## src/rtl/tdm_demux.sv

```systemverilog
// Receive side of a TDM link: rebuilds the parallel word from serial slots aligned by a frame sync.
// Optional SYNC_CHECK_EN adds err/err_cnt reporting of misaligned sync pulses.
module tdm_demux #(
  parameter int CH     = 4,
  parameter int SEL_W  = 2,
  parameter int DATA_W = 1
) (
  input  logic                 clk,
  input  logic                 rst,
  input  logic                 en,
  input  logic                 sync,
  input  logic [DATA_W-1:0]    din,
  output logic [CH*DATA_W-1:0] dout,
  output logic                 valid,
  output logic [SEL_W-1:0]     sel,
  output logic                 locked
`ifdef SYNC_CHECK_EN
  ,
  output logic                 err,
  output logic [7:0]           err_cnt
`endif
);

  typedef enum logic {
    HUNT,
    LOCKED
  } state_e;

  localparam logic [SEL_W-1:0] LAST_SLOT = SEL_W'(CH - 1);

  state_e                      state_q, state_d;
  logic [SEL_W-1:0]            slot_q, slot_d;
  // The last slot is never stored: it goes straight from din into dout.
  logic [(CH-1)*DATA_W-1:0]    shadow_q, shadow_d;
  logic [CH*DATA_W-1:0]        dout_q, dout_d;
  logic                        valid_q, valid_d;

  // NOTE: every always_comb output gets a default first, so no path can infer a latch.
  always_comb begin
    state_d  = state_q;
    slot_d   = slot_q;
    shadow_d = shadow_q;
    dout_d   = dout_q;
    valid_d  = 1'b0;

    if (en) begin
      if (sync) begin
        // Frame start (aligned or not) always restarts the frame at slot 0.
        state_d                 = LOCKED;
        shadow_d[DATA_W-1:0]    = din;
        slot_d                  = SEL_W'(1);
      end else if (state_q == LOCKED) begin
        if (slot_q == LAST_SLOT) begin
          slot_d  = '0;
          dout_d  = {din, shadow_q};
          valid_d = 1'b1;
        end else begin
          for (int k = 0; k < CH - 1; k++) begin
            if (slot_q == SEL_W'(k)) shadow_d[k*DATA_W +: DATA_W] = din;
          end
          slot_d = slot_q + SEL_W'(1);
        end
      end
    end
  end

  // NOTE: sequential state uses non-blocking assignments only; blocking here would race other flops.
  // NOTE: the shadow store is a handful of flops, so it is reset along with everything else.
  always_ff @(posedge clk) begin
    if (rst) begin
      state_q  <= HUNT;
      slot_q   <= '0;
      shadow_q <= '0;
      dout_q   <= '0;
      valid_q  <= 1'b0;
    end else begin
      state_q  <= state_d;
      slot_q   <= slot_d;
      shadow_q <= shadow_d;
      dout_q   <= dout_d;
      valid_q  <= valid_d;
    end
  end

  assign dout   = dout_q;
  assign valid  = valid_q;
  assign sel    = slot_q;
  assign locked = (state_q == LOCKED);

`ifdef SYNC_CHECK_EN
  logic       err_q, err_d;
  logic [7:0] err_cnt_q, err_cnt_d;

  // A sync landing anywhere but slot 0 while locked is a misalignment; a missing sync is not.
  always_comb begin
    err_d     = en && sync && (state_q == LOCKED) && (slot_q != '0);
    err_cnt_d = err_cnt_q;
    if (err_d && (err_cnt_q != 8'hFF)) err_cnt_d = err_cnt_q + 8'd1;
  end

  always_ff @(posedge clk) begin
    if (rst) begin
      err_q     <= 1'b0;
      err_cnt_q <= 8'd0;
    end else begin
      err_q     <= err_d;
      err_cnt_q <= err_cnt_d;
    end
  end

  assign err     = err_q;
  assign err_cnt = err_cnt_q;
`endif

endmodule
```

## config.mk

```make
export PLATFORM = sky130hd
export DESIGN_NAME = tdm_demux
export DESIGN_NICKNAME = d
export VERILOG_FILES = /design/src/rtl/tdm_demux.sv
export SDC_FILE = /design/constraint.sdc
export NUM_CORES = 1
export LEC_CHECK = 0
export ABC_AREA = 1
export ABC_CLOCK_PERIOD_IN_PS = 1350
export BUFFER_PORTS_ARGS = -buffer_cell sky130_fd_sc_hd__buf_2
export CORE_AREA = 2 2 39 41
export DETAILED_ROUTE_END_ITERATION = 8
export DIE_AREA = 0 0 41 43
export PLACE_DENSITY_LB_ADDON = 0.05
export SYNTH_ARGS = -nofsm -noshare
export SYNTH_HDL_FRONTEND = slang
export SYNTH_SLANG_ARGS = --single-unit
export TNS_END_PERCENT = 50
```

## constraint.sdc

```tcl
create_clock -name clk -period 1.35 [get_ports clk]
set_input_delay 0 -clock clk [delete_from_list [all_inputs] [get_ports clk]]
set_output_delay 0 -clock clk [all_outputs]
set_load 0.01 [all_outputs]
```

Word level (Yosys, flattened, before mapping)
Index checks and enable logic that the tools add are counted.
{"block": "op_classes", "add_sub_neg": 1, "eq_ne": 4, "mux": 8, "n_bitwise": 4, "reduce_logical": 10}
{"cell": "$reduce_and A5 Y1", "count": 2}
{"cell": "$reduce_and A4 Y1", "count": 2}
{"cell": "$mux W2", "count": 3}
{"cell": "$mux W1", "count": 5}
{"cell": "$eq A2 B2 Y1 const B", "count": 2}
{"cell": "$not A1 Y1", "count": 4}
{"cell": "$reduce_and A2 Y1", "count": 2}
{"cell": "$reduce_bool A2 Y1", "count": 2}
{"cell": "$reduce_or A4 Y1", "count": 1}
{"cell": "$add A2 B1 Y2 const B", "count": 1}
{"cell": "$eq A2 B1 Y1 const B", "count": 1}
{"cell": "$logic_not A2 Y1", "count": 1}
{"cell": "$ne A2 B2 Y1 const B", "count": 1}
{"block": "totals", "register_bits": 11, "output_inout_bits": 8}

Logic depth before layout (Yosys ltp)
{"block": "depth", "ltp_word": 5, "mapped_depth": 8, "ltp_nobuf": 8}

Worst setup path before layout
Ideal clock, no wire load.
{"block": "synth_timing", "kind": "register to register", "startpoint": "register slot_q[0] (netlist: sel[0])", "endpoint": "register dout_q[1] (netlist: dout[1])", "setup_time_ps": 116, "arrival_time_ps": 1001, "path_slack_ps": 233, "path_stages_with_launch": 7, "path_buffers": 0, "cell_sequence": "dfxtp_1 -> ha_1 -> nand2_1 -> nor2_4 -> inv_2 -> nor2_1 -> nor2_1"}
{"block": "synth_between", "elab_chain_cells": 2}
{"item": "start: declaration", "line_no": "32", "text": "logic [SEL_W-1:0] slot_q, slot_d;"}
{"item": "start signal: assignment", "line_no": "78", "text": "slot_q <= slot_d;"}
{"item": "$eq A2 B2 Y1", "line_no": "53", "text": "if (slot_q == LAST_SLOT) begin"}
{"item": "$reduce_and A4 Y1 (no source line)"}
{"item": "end signal: assignment", "line_no": "80", "text": "dout_q <= dout_d;"}
{"item": "end: declaration", "line_no": "35", "text": "logic [CH*DATA_W-1:0] dout_q, dout_d;"}
Every way passes these cells.
A chain may end at the register's enable or synchronous reset.

Worst setup path in the final report
{"block": "layout_timing", "startpoint": "register slot_q[0] (netlist: sel[0])", "endpoint": "register shadow_q[0]"}
{"block": "layout_between", "elab_chain_cells": 3, "word_cells_on_any_way": 5, "cone_classes": "2 x eq/ne; 3 x reduce/logical"}
{"item": "$eq A2 B2 Y1 or $logic_not A2 Y1 (tied branches)", "line_no": "53, 59"}
{"item": "$ne A2 B2 Y1 (no source line) or $reduce_bool A2 Y1 (tied branches)"}
{"item": "$reduce_and A4 Y1 (no source line) *"}
{"item": "end signal: assignment", "line_no": "79", "text": "shadow_q <= shadow_d;"}
{"item": "end: declaration", "line_no": "34", "text": "logic [(CH-1)*DATA_W-1:0] shadow_q, shadow_d;"}
Every way passes the cells marked *; elsewhere a longest branch is shown, timed or not.

==> results.md <==
* Status: finished clean
* Drt initial violations at 1
* Fill cell count at 151
* FP Rows at 14
* Die span in y at 43 um
* Worst-case reg-to-reg path depth at 8
* Setup Buffers After CTS at 0
* Mapped Area at between 500 and 600 sq um
* Tcrit/Tclk final at 88.0%
* Worst slew margin at 85.7%
* Max-cap viol count at 0
* Cell-by-cell trace of the critical path: inv_1 > ha_1 > inv_1 > nor2_1 > nand2_1 > nand3_1 > nand2_1 > nor2_1
* HPWL Detailed at 815 um
* Layout cells sized above 1 at 22.1%
* Sequential share of the synthesized area at a little over two fifths
* Sinks on Clock Net at 11
* Clock Skew at 0.00850 ns
* WL/cell at 9.75 um
* End of the critical path: shadow_q[0]
* Ports at 13
* CP required at 1.50 ns
* Seq pwr share at 55.7%
* Hold/Removal Path Class: primary input to register
* Clk slew on worst S/H paths at 0.07 ns
* Initial Utilization at 37.0%
* Area growth, synth to finish at 22.7%
* First-pass GRT wire length at 1620 um
* CP Launch Point: sel[0]
* Combinational share of power at about a tenth
* Final ANT Viol Nets at 0
* Placed Area at 592 sq um
* Fmax at 0.842 GHz
* Die area at about 0.0018 sq mm
* Mean Syn Cell Area at 7.42 sq um
* Design area at between 600 and 700 sq um
* RSZ-0062 raised after global routing: no
* Chip width at 41 um
* Net Sw Frac at 23.3%
* VDD IR max at 458 uV
* CTS root buf: clkbuf_4
* Setup_tns at 0 ns
* CTS Buf Count at 3
* Slowest CP cell: dfxtp_1
* Avg Vias per Cell at 4.46
* Final min period at approximately 1.2 ns
* Fin. max-slew vios at 0
* CP Class: register to register
* FF-to-FF setup slack at 0.16 ns
* Synth Warn # at 0
* Via count at 455
* Largest stage delay on the critical path at around 0.44 ns
* FF+latch area at approximately 220 sq um
* Clk_lat worst skew at 0.26 ns
* Largest net degree at the start of global routing at 8
* Setup Viol. Count Final at 0
* H-tree Lvls at 1
* Reg-to-reg endpoint: shadow_q[0]
* Post-Syn Instances at 69
* Gr usage total at 14.1%
* Routed WL at 995 um
* Crit Path Max Fanout at 6
* Net switching power at 0.142 mW
* Port Buf Inserts at 12
* Nets at 97
* Total internal power at 0.469 mW
* Gr ovfl total at 0
* Net Count, Synth at 79
* P_leak at 0.338 nW
* WP data arrival at between 1 and 1.5 ns
* Clk pwr share at 35.0%
* Flop and latch count out of synthesis at 11
* Worst slew pin tran at 0.215 ns
* Bufs on Longest Clock Path at 2
* # DRC at 0
* Final number of hold-violating endpoints at 0
* Start of the worst register-to-register path: sel[0]
* Core area at approximately 0.0014 sq mm
* TritonCTS clock tree: built
* N_diodes at 0
* Startpoint types: register
* Initial DRT Pass Iterations at 2
* Yosys cell types at 14
* PwrDens at 973 mW/mm^2
* Vias in the first global route at 434
* GPL Wtd Cong at 0.744
* Crit. End Element: register
* Area occupied by multi-input gates at 248 sq um
* Antenna violations before repair at 0
## final cells by class
| class | instances | area share, % |
|---|---|---|
| Tap cell | 16 | 3.19 |
| Sequential cell | 11 | 35.1 |
| Multi-Input combinational cell | 47 | 39.4 |
| Clock buffer | 4 | 4.18 |
| Timing Repair Buffer | 13 | 11.2 |
| Inverter | 11 | 6.97 |
## cell usage after synthesis
library cell	number	area share [%]
a21oi_1	3	2.9
dfxtp_1	11	43
ha_1	5	12
inv_1	9	6.6
inv_2	1	0.73
inv_4	1	1.2
nand2_1	8	5.9
nand2_2	1	1.2
nand3_1	5	4.9
nor2_1	18	13
nor2_4	1	2.2
nor3_1	1	0.98
o21ai_0	4	3.9
o21ai_1	1	0.98
## cell families after synthesis
logic type / share of synthesized area, %
AO/OA/AOI/OAI: 7.82
adder cells (fa/ha/maj): 12.2
buffers and inverters: 8.56
flip-flops: 43.0
AND/OR/NAND/NOR: 28.4
## power by group through the flow
stage                     registers [mW]  logic (mW)  clock network (mW)
after detailed placement           0.348      0.0562                   0
final                              0.340      0.0570               0.214
after CTS                          0.340      0.0586               0.227
after global placement             0.348      0.0568                   0
after floorplan                    0.349      0.0314                   0
after global routing               0.341      0.0671               0.239
## registers in the layout, indices dropped and copies added, names as in the netlist
signal,count
locked,1
dout,4
sel,2
valid,1
shadow_q,3
## cells in the final DEF (no fill, tap or decap)
cell type	n
nand2_2	1
o21ai_1	1
nor2_1	18
nand2_1	8
o21ai_0	4
a21oi_1	3
inv_4	1
inv_2	1
dfxtp_1	11
clkbuf_4	3
nor3_1	1
inv_1	9
nor2_4	1
clkbuf_1	1
nand3_1	5
ha_1	5
dlygate4sd3_1	1
buf_2	12
## metrics by stage
step / utilization [%] / instances / total power, mW / hold slack, ns / setup slack, ns
after detailed placement: 42.8 / 97 / 0.404 / 0.235 / 0.169
after global routing: 45.4 / 102 / 0.647 / 0.0588 / 0.0401
final: 45.4 / 102 / 0.611 / 0.0327 / 0.162
after floorplan: - / 69 / 0.380 / 0.0691 / 0.233
after global placement: 42.8 / 97 / 0.405 / 0.236 / 0.190
after CTS: 45.4 / 102 / 0.626 / 0.0334 / 0.144
## timing repair
item / 4_1_cts / 5_1_grt
endpoints found under the hold margin: 4 / 0
hold buffers: 1 / 0
resized for setup: 0 / 0
## critical path: cells and delay by family (launching register included)
family	cells	cell delay, ns
buffers and inverters	2	0.16
flip-flops	1	0.44
adder cells (fa/ha/maj)	1	0.20
AND/OR/NAND/NOR	5	0.28
## worst min-delay path by stage
stage	startpoint	end	slack, ns	depth (start not counted)
after floorplan	rst	locked	0.07	1
after global placement	rst	locked	0.24	2
after detailed placement	rst	locked	0.23	2
after CTS	din	shadow_q[1]	0.03	3
after global routing	din	shadow_q[1]	0.06	3
final	din	shadow_q[1]	0.03	3
## routing by layer
metal  global-route usage (%)  part of all wire [%]  up-vias
met5                        0                     0        -
met4                     10.0                   1.0        0
met3                     3.14                   3.5        2
met2                     21.3                    49        7
met1                     16.4                    47      199
li1                         -                     -      247
No activity file was read; power rests on OpenSTA's default activity.
